<file path="src/rtl/ripple_count_ctrl_pkg.sv">
// Shared types and constants for the ripple counter sequencer.
// next_expected() gives the counter value after a burst of down-counts.
package ripple_count_ctrl_pkg;

    localparam int WIDTH_DEF      = 4;
    localparam int SETTLE_CYC_DEF = 2;

    typedef enum logic [2:0] {
        IDLE,
        CLEAR,
        PULSE_HI,
        PULSE_LO,
        SETTLE,
        RESP
    } state_t;

    // The caller keeps the low WIDTH bits, which is the mod 2^WIDTH wrap.
    function automatic logic [31:0] next_expected(input logic [31:0] cur,
                                                  input logic [31:0] n);
        return cur - n;
    endfunction

endpackage

</file>
<file path="src/rtl/rcc_pulse_gen.sv">
// Remaining-pulse counter and the cnt_clk flop for the ripple counter.
// done means no pulses remain once the current cycle's decrement lands.
module rcc_pulse_gen
    import ripple_count_ctrl_pkg::*;
#(
    parameter int WIDTH = WIDTH_DEF
) (
    input  logic             clk,
    input  logic             rst,
    input  logic             start,
    input  logic [WIDTH-1:0] n,
    input  logic             pulse,
    input  logic             step,
    output logic             done,
    output logic             cnt_clk
);

    logic [WIDTH-1:0] rem;

    // NOTE: state is updated with non-blocking assignments so every flop samples pre-edge values.
    always_ff @(posedge clk or negedge rst) begin
        if (!rst) begin
            rem     <= '0;
            cnt_clk <= 1'b0;
        end else begin
            cnt_clk <= pulse;
            if (start)
                rem <= n;
            else if (step)
                rem <= rem - WIDTH'(1);
        end
    end

    assign done = step ? (rem == WIDTH'(1)) : (rem == '0);

endmodule

</file>
<file path="src/rtl/ripple_count_ctrl.sv">
// Burst sequencer driving a 4-bit asynchronous down-counter, then sampling it.
// Optional checker enabled by defining RIPPLE_COUNT_CTRL_CHECK_EN.
module ripple_count_ctrl
    import ripple_count_ctrl_pkg::*;
#(
    parameter int WIDTH      = WIDTH_DEF,
    parameter int SETTLE_CYC = SETTLE_CYC_DEF
) (
    input  logic             clk,
    input  logic             rst,
    input  logic             cmd_valid,
    output logic             cmd_ready,
    input  logic [WIDTH-1:0] cmd_n,
    input  logic             cmd_clear,
    output logic             cnt_clk,
    output logic             cnt_rst_n,
    input  logic [WIDTH-1:0] cnt_q,
    output logic             rsp_valid,
    input  logic             rsp_ready,
    output logic [WIDTH-1:0] rsp_count,
    output logic             rsp_err,
    output logic             busy
);

    localparam int SCW = $clog2(SETTLE_CYC) + 1;

    state_t           state;
    state_t           state_nx;
    logic [SCW-1:0]   settle_cnt;
    logic             accept;
    logic             pulse_done;
    logic             settle_done;
    logic             cmd_ready_q;
    logic             cnt_rst_n_q;
    logic [WIDTH-1:0] rsp_count_q;

    assign accept      = cmd_valid && cmd_ready_q;
    assign settle_done = (settle_cnt == '0);

    rcc_pulse_gen #(
        .WIDTH (WIDTH)
    ) u_pulse_gen (
        .clk     (clk),
        .rst     (rst),
        .start   (accept),
        .n       (cmd_n),
        .pulse   (state_nx == PULSE_HI),
        .step    (state == PULSE_LO),
        .done    (pulse_done),
        .cnt_clk (cnt_clk)
    );

    // NOTE: state_nx is defaulted first so no path through the case infers a latch.
    always_comb begin
        state_nx = state;
        case (state)
            IDLE: begin
                if (accept) begin
                    if (cmd_clear)
                        state_nx = CLEAR;
                    else if (cmd_n != '0)
                        state_nx = PULSE_HI;
                    else
                        state_nx = SETTLE;
                end
            end
            CLEAR:    state_nx = pulse_done ? SETTLE : PULSE_HI;
            PULSE_HI: state_nx = PULSE_LO;
            PULSE_LO: state_nx = pulse_done ? SETTLE : PULSE_HI;
            SETTLE:   if (settle_done) state_nx = RESP;
            RESP:     if (rsp_ready) state_nx = IDLE;
            default:  state_nx = IDLE;
        endcase
    end

    // Counter-facing strobes are decoded from state_nx so they leave flops, not gates.
    always_ff @(posedge clk or negedge rst) begin
        if (!rst) begin
            state       <= IDLE;
            cmd_ready_q <= 1'b0;
            cnt_rst_n_q <= 1'b0;
            settle_cnt  <= '0;
            rsp_count_q <= '0;
        end else begin
            state       <= state_nx;
            cmd_ready_q <= (state_nx == IDLE);
            cnt_rst_n_q <= (state_nx != CLEAR);
            if (state != SETTLE)
                settle_cnt <= SCW'(SETTLE_CYC - 1);
            else if (!settle_done)
                settle_cnt <= settle_cnt - SCW'(1);
            if (state == SETTLE && settle_done)
                rsp_count_q <= cnt_q;
        end
    end

`ifdef RIPPLE_COUNT_CTRL_CHECK_EN
    logic [WIDTH-1:0] exp_q;
    logic             err_q;

    // exp follows the ideal counter and resyncs to each returned sample.
    always_ff @(posedge clk or negedge rst) begin
        if (!rst) begin
            exp_q <= '0;
            err_q <= 1'b0;
        end else begin
            if (accept)
                exp_q <= WIDTH'(next_expected(cmd_clear ? 32'd0 : 32'(exp_q), 32'(cmd_n)));
            else if (state == RESP && rsp_ready)
                exp_q <= rsp_count_q;
            if (state == SETTLE && settle_done)
                err_q <= (cnt_q != exp_q);
        end
    end

    assign rsp_err = err_q;
`else
    assign rsp_err = 1'b0;
`endif

    assign cmd_ready = cmd_ready_q;
    assign cnt_rst_n = cnt_rst_n_q;
    assign rsp_valid = (state == RESP);
    assign rsp_count = rsp_count_q;
    assign busy      = (state != IDLE);

endmodule

</file>
<file path="config.mk">
export PLATFORM = sky130hd
export DESIGN_NAME = ripple_count_ctrl
export DESIGN_NICKNAME = d
export VERILOG_FILES = /design/src/rtl/ripple_count_ctrl_pkg.sv /design/src/rtl/rcc_pulse_gen.sv /design/src/rtl/ripple_count_ctrl.sv
export SDC_FILE = /design/constraint.sdc
export NUM_CORES = 1
export LEC_CHECK = 0
export BUFFER_PORTS_ARGS = -buffer_cell sky130_fd_sc_hd__buf_2
export CORE_ASPECT_RATIO = 1.1
export CORE_MARGIN = 10
export CORE_UTILIZATION = 53
export CTS_CLUSTER_SIZE = 40
export DETAILED_ROUTE_END_ITERATION = 8
export PLACE_DENSITY = 0.82
export SLEW_MARGIN = 20
export SYNTH_ARGS = -nofsm -noshare
export SYNTH_HDL_FRONTEND = slang
export SYNTH_SLANG_ARGS = --single-unit
</file>
<file path="constraint.sdc">
create_clock -name clk -period 2.6 [get_ports clk]
set_input_delay 0.13 -clock clk [delete_from_list [all_inputs] [get_ports clk]]
set_output_delay 0.13 -clock clk [all_outputs]
set_load 0.02 [all_outputs]
</file>
* Yosys cells after proc, flatten, opt, wreduce, memory -nomap -nowiden *
Index checks and enable logic that the tools add are counted.

operators by class
  $add $sub $neg = 2
  reduce and logical (&&, ||, !) cells = 10
  muxes and demuxes = 12
  equal/unequal tests = 10

operator list
  cell                   number
  $mux W3                6
  $pmux W3 S5            1
  $eq A3 B2 Y1 const B   3
  $mux W4                2
  $eq A3 B3 Y1 const B   2
  $logic_not A3 Y1       2
  $eq A4 B1 Y1 const B   1
  $logic_not A4 Y1       1
  $mux W2                2
  $reduce_bool A4 Y1     1
  $sub A4 B1 Y4 const B  1
  $eq A3 B1 Y1 const B   1
  $ne A3 B1 Y1 const B   1
  $ne A3 B3 Y1 const B   1
  $reduce_bool A3 Y1     1
  $logic_and A1 B1 Y1    2
  $logic_not A2 Y1       1
  $ne A2 B1 Y1 const B   1
  $reduce_bool A2 Y1     1
  $reduce_or A2 Y1       1
  $sub A2 B1 Y2 const B  1
  $mux W1                1

word-level totals
  word-level logic and storage cells = 41
  flip-flop bits (word level) = 16

* Longest topological paths before layout *
  word-level depth = 6
  gate-level depth with buffers = 6

* Modules after synthesis *
Synthesis repeated with hierarchy kept, for this count alone.

unflattened totals
  cell total of the unflattened synthesis = 73
  area, all modules = 863.3 um^2

by module, submodules not included
  module             area each (um^2)  cells an instance  instances  sequential area each (um^2)
  ripple_count_ctrl  590.6             48                 1          275.3
  rcc_pulse_gen      272.8             25                 1          125.1

* Worst setup path after synthesis *
OpenSTA, ideal clock, no wires.

  path type = register -> register
  start = reg u_pulse_gen.rem[0]
  end = reg u_pulse_gen.cnt_clk
  arrival time = 1.518 ns
  setup slack = 1.002 ns
  period minus slack after synthesis = 1.598 ns
  buffers on the path = 0
  required time = 2.520 ns
  stages on the path, launching flop included = 7
  cell sequence = dfrtp_1 > inv_1 > ha_1 > mux2_4 > and4b_1 > a211o_1 > nor3b_2

between the ends
  word-level cells in the longest chain between the ends = 5
  elaborated cells between the ends (all ways) = 6
  those cells by class = eq/ne: 2; mux: 3; reduce/logical: 1

RTL lines
  item                                                     line                                              text
  from (decl)                                              rcc_pulse_gen.sv:18                               logic [WIDTH-1:0] rem;
  from (signal assigned)                                   rcc_pulse_gen.sv:28                               rem <= n;
  from (signal assigned)                                   rcc_pulse_gen.sv:30                               rem <= rem - WIDTH'(1);
  $eq A4 B1 Y1 / $logic_not A4 Y1 (equally long branches)  rcc_pulse_gen.sv:34                               assign done = step ? (rem == WIDTH'(1)) : (rem == '0);
  $mux W1 *                                                rcc_pulse_gen.sv:34
  $mux W3 *                                                ripple_count_ctrl.sv:67, ripple_count_ctrl.sv:69
  $pmux W3 S5 *                                            ripple_count_ctrl.sv:56                           case (state)
  named net state_nx[2]                                    ripple_count_ctrl.sv:28                           state_t state_nx;
  $eq A3 B2 Y1 *                                           ripple_count_ctrl.sv:47                           .pulse (state_nx == PULSE_HI),
  named net u_pulse_gen.pulse                              rcc_pulse_gen.sv:12                               input logic pulse,
  to (signal assigned)                                     rcc_pulse_gen.sv:26                               cnt_clk <= pulse;
  to (decl)                                                rcc_pulse_gen.sv:15                               output logic cnt_clk

The timed path passes the listed nets; every way through them passes the cells marked *.
A chain may end at the register's enable or synchronous reset.

* Final worst setup path *
Ends and elaborated chain as after synthesis.

==> impl_metrics.csv <==
group,metric,value,unit
outcome,outcome,"finished clean",
pwr,p_leak,0.498,nW
finish,ff_latch_area,400,sq um
logic_synthesis,syn_area,827,sq um
critical_path,path_max_fanout,3,
finish,syn_to_final_growth,18.5,%
critical_path,r2r_end,"u_pulse_gen.cnt_clk$_DFF_PN0_",
clocking,cts_htree_levels,1,
placement,dpl_cell_area,933,sq um
logic_synthesis,syn_nets,94,
routing,routed_wl,1740,um
grt,grt_pass1_wl,3060,um
die,dieHeight,61.4,um
placement,dpl.cell_count,111,
critical_path,cp_top_family,"flip-flops",
logic_synthesis,yosysMostFrequentCell,"dfrtp_1",
sta,setup_viol,0,
placement,hpwl,1320,um
logic_synthesis,synth.top_cell.area_share,0.484,
logic_synthesis,syn_inst,77,
critical_path,rrSetupSlack,910,ps
grt,antenna_found_initial,0,
die,rows,14,
logic_synthesis,syn_avg_cell_area,10.7,sq um
pwr,power_density,948,nW/um^2
finish,layout-drive-gt1-share,0.350,
clocking,clock_latency,290,ps
routing,wl_per_cell,15.0,um
logic_synthesis,synth_top_flop_cell,"dfrtp_1",
logic_synthesis,synth_top_area_cell,"dfrtp_1",
hold_path,hold_class,"in2reg",
sta,maxClockFrequency,0.591,GHz
finish,fillers,112,
clocking,cts_setup_buffers,0,
critical_path,worstPathRequired,2820,ps
critical_path,max_stage_delay,380,ps
die,die_area,3540,sq um
critical_path,worstSetupPathType,"reg2reg",
logic_synthesis,synth-seq-area-share,0.484,
clocking,cts_tree,"yes",
critical_path,crit_chain,"inv_1 > ha_1 > mux2_4 > and4b_1 > a211o_1 > nor3b_2",
logic_synthesis,synth_edf_count,0,
logic_synthesis,yosys-top-cells-area,"dfrtp_1 48%, mux2_2 6.8%, ha_1 6.1%",
grt,grt_pass1_vias,683,
sta,grt_setup_unrepaired,"false",
routing,via_per_inst,5.37,
clocking,clkSlewWorstSetupHoldPaths,90,ps
hold_path,min_from,"cnt_q[1]",
hold_path,hold_end,"rsp_count[1]$_DFFE_PN0P_",
clocking,cts_sinks,16,
logic_synthesis,ys_seq_elements,16,
routing,vias,623,
finish,nNetsFinal,118,
sta,min_period,1690,ps
finish,stdcell_count,116,
finish,antennaDiodeCount,0,
job,maxCapViolCount,0,
critical_path,end_kind,"flip-flop",
finish,design_area,980,sq um
clocking,cts_root_buffer,"clkbuf_4",
die,ios,23,
critical_path,cp_num_buf_inv,1,
routing,antenna_left,0,
routing,drcViolationCount,0,
grt,overflow,0,
placement,numPortBuffers,21,
finish,multi_input_comb_area,382,sq um
critical_path,critPathLaunchType,"flip-flop",
routing,detail_route.first_pass.iterations,4,
die,core-area,1420,sq um
sta,tns,0,ps
sta,period_share,0.651,
routing,drt_iter0_drc,5,
logic_synthesis,synthTopCellsByCount,"16 x dfrtp_1, 8 x nor2_1, 7 x inv_1",
logic_synthesis,yosys_warnings,0,
die,die_w,57.7,um
clocking,cts_made_buffers,3,
sta,worstMarginPinSlew,558,ps
hold_path,min_path_cells,2,
grt,grt_max_degree,17,
clocking,clockBufferDepth,2,
sta,holdWs,72.7,ps
pwr,ir_drop,539,uV
sta,maxSlewViolCount,0,
clocking,cts-resized-gates,0,
critical_path,reg2reg_depth,6,
critical_path,worstSetupStartpoint,"u_pulse_gen.rem[0]$_DFFE_PN0P_",
critical_path,crit_path_top_delay_cell,"dfrtp_1",
logic_synthesis,synth.distinct_cells,28,
placement,gp_congestion,0.760,
grt,grt_use_total,0.110,
sta,relSlewSlack,0.627,
die,initial_utilization,0.583,
sta,hold_violations,0,
critical_path,arrival,1910,ps
logic_synthesis,async_flop_share,1.00,
sta,fin_skew,2.18,ps
pwr,totalPowerFinal,0.929,mW
critical_path,reg2reg_from,"u_pulse_gen.rem[0]$_DFFE_PN0P_",
==> how the worst max path moves through the flow <==
stage | endpoint | slack (ps) | cells after the start
after floorplan | u_pulse_gen.cnt_clk$_DFF_PN0_ | 1000 | 6
after global placement | u_pulse_gen.cnt_clk$_DFF_PN0_ | 970 | 6
after detailed placement | u_pulse_gen.cnt_clk$_DFF_PN0_ | 930 | 6
after CTS | u_pulse_gen.cnt_clk$_DFF_PN0_ | 910 | 6
after global routing | u_pulse_gen.cnt_clk$_DFF_PN0_ | 820 | 6
final | u_pulse_gen.cnt_clk$_DFF_PN0_ | 910 | 6
==> area by class of cell <==
type,count,area share
Inverter,7,0.0268
Sequential cell,16,0.409
Multi-Input combinational cell,51,0.390
Timing Repair Buffer,22,0.117
Tap cell,16,0.0204
Clock buffer,4,0.0370
==> cells in the final DEF, fill, tap and decap left out, drive strengths merged <==
cell and n:
nor3b 1, inv 7, a311oi 1, nor3 2
ha 4, and3 1, a211o 1, nand3b 1
conb 1, clkbuf 4, dlygate4sd3 1, nand2b 1
o21ai 2, a31oi 1, xnor2 4, mux2 6
or3 3, nand2 3, and4b 1, o32ai 1
dfrtp 16, buf 21, nor4 3, a21oi 5
o31a 1, nor2 8
==> metrics by stage <==
stage	util	setup WS, ps
floorplan	-	1000
global placement	0.658	971
detailed placement	0.658	931
CTS	0.690	908
global route	0.690	821
finish	0.690	909
==> power by group <==
| part | internal, mW | leakage (nW) | switching [mW] | total [mW] |
|---|---|---|---|---|
| Combinational | 0.177 | 0.282 | 0.192 | 0.369 |
| Clock | 0.0853 | 0.0210 | 0.0789 | 0.164 |
| Sequential | 0.317 | 0.195 | 0.0781 | 0.395 |
==> routing by layer <==
layer | part of all wire | GRT usage
met1 | 0.44 | 0.126
met5 | 0 | 0
met4 | 0 | 0.0503
met3 | 0.091 | 0.0556
met2 | 0.47 | 0.169
==> cell families after synthesis <==
group,Yosys count,synth area share
other,1,0.00453
and+or+nand+nor,24,0.168
buffers and inverters,10,0.0545
muxes,6,0.0862
adders and majority gates,4,0.0605
xor gates and xnor gates,4,0.0424
AOI/OAI and AO/OA,12,0.0998
DFF,16,0.484
==> what timing repair did <==
item | CTS | global route
endpoints found under the hold margin | 16 | 0
hold buffers | 1 | 0
endpoints found under the setup margin | 0 | 0
==> state kept, by name, indices dropped and copies added (netlist names) <==
signal	flops
settle_cnt	2
cnt_rst_n	1
cmd_ready	1
u_pulse_gen.rem	4
state	3
rsp_count	4
u_pulse_gen.cnt_clk	1
(Power assumes the default switching activity.)
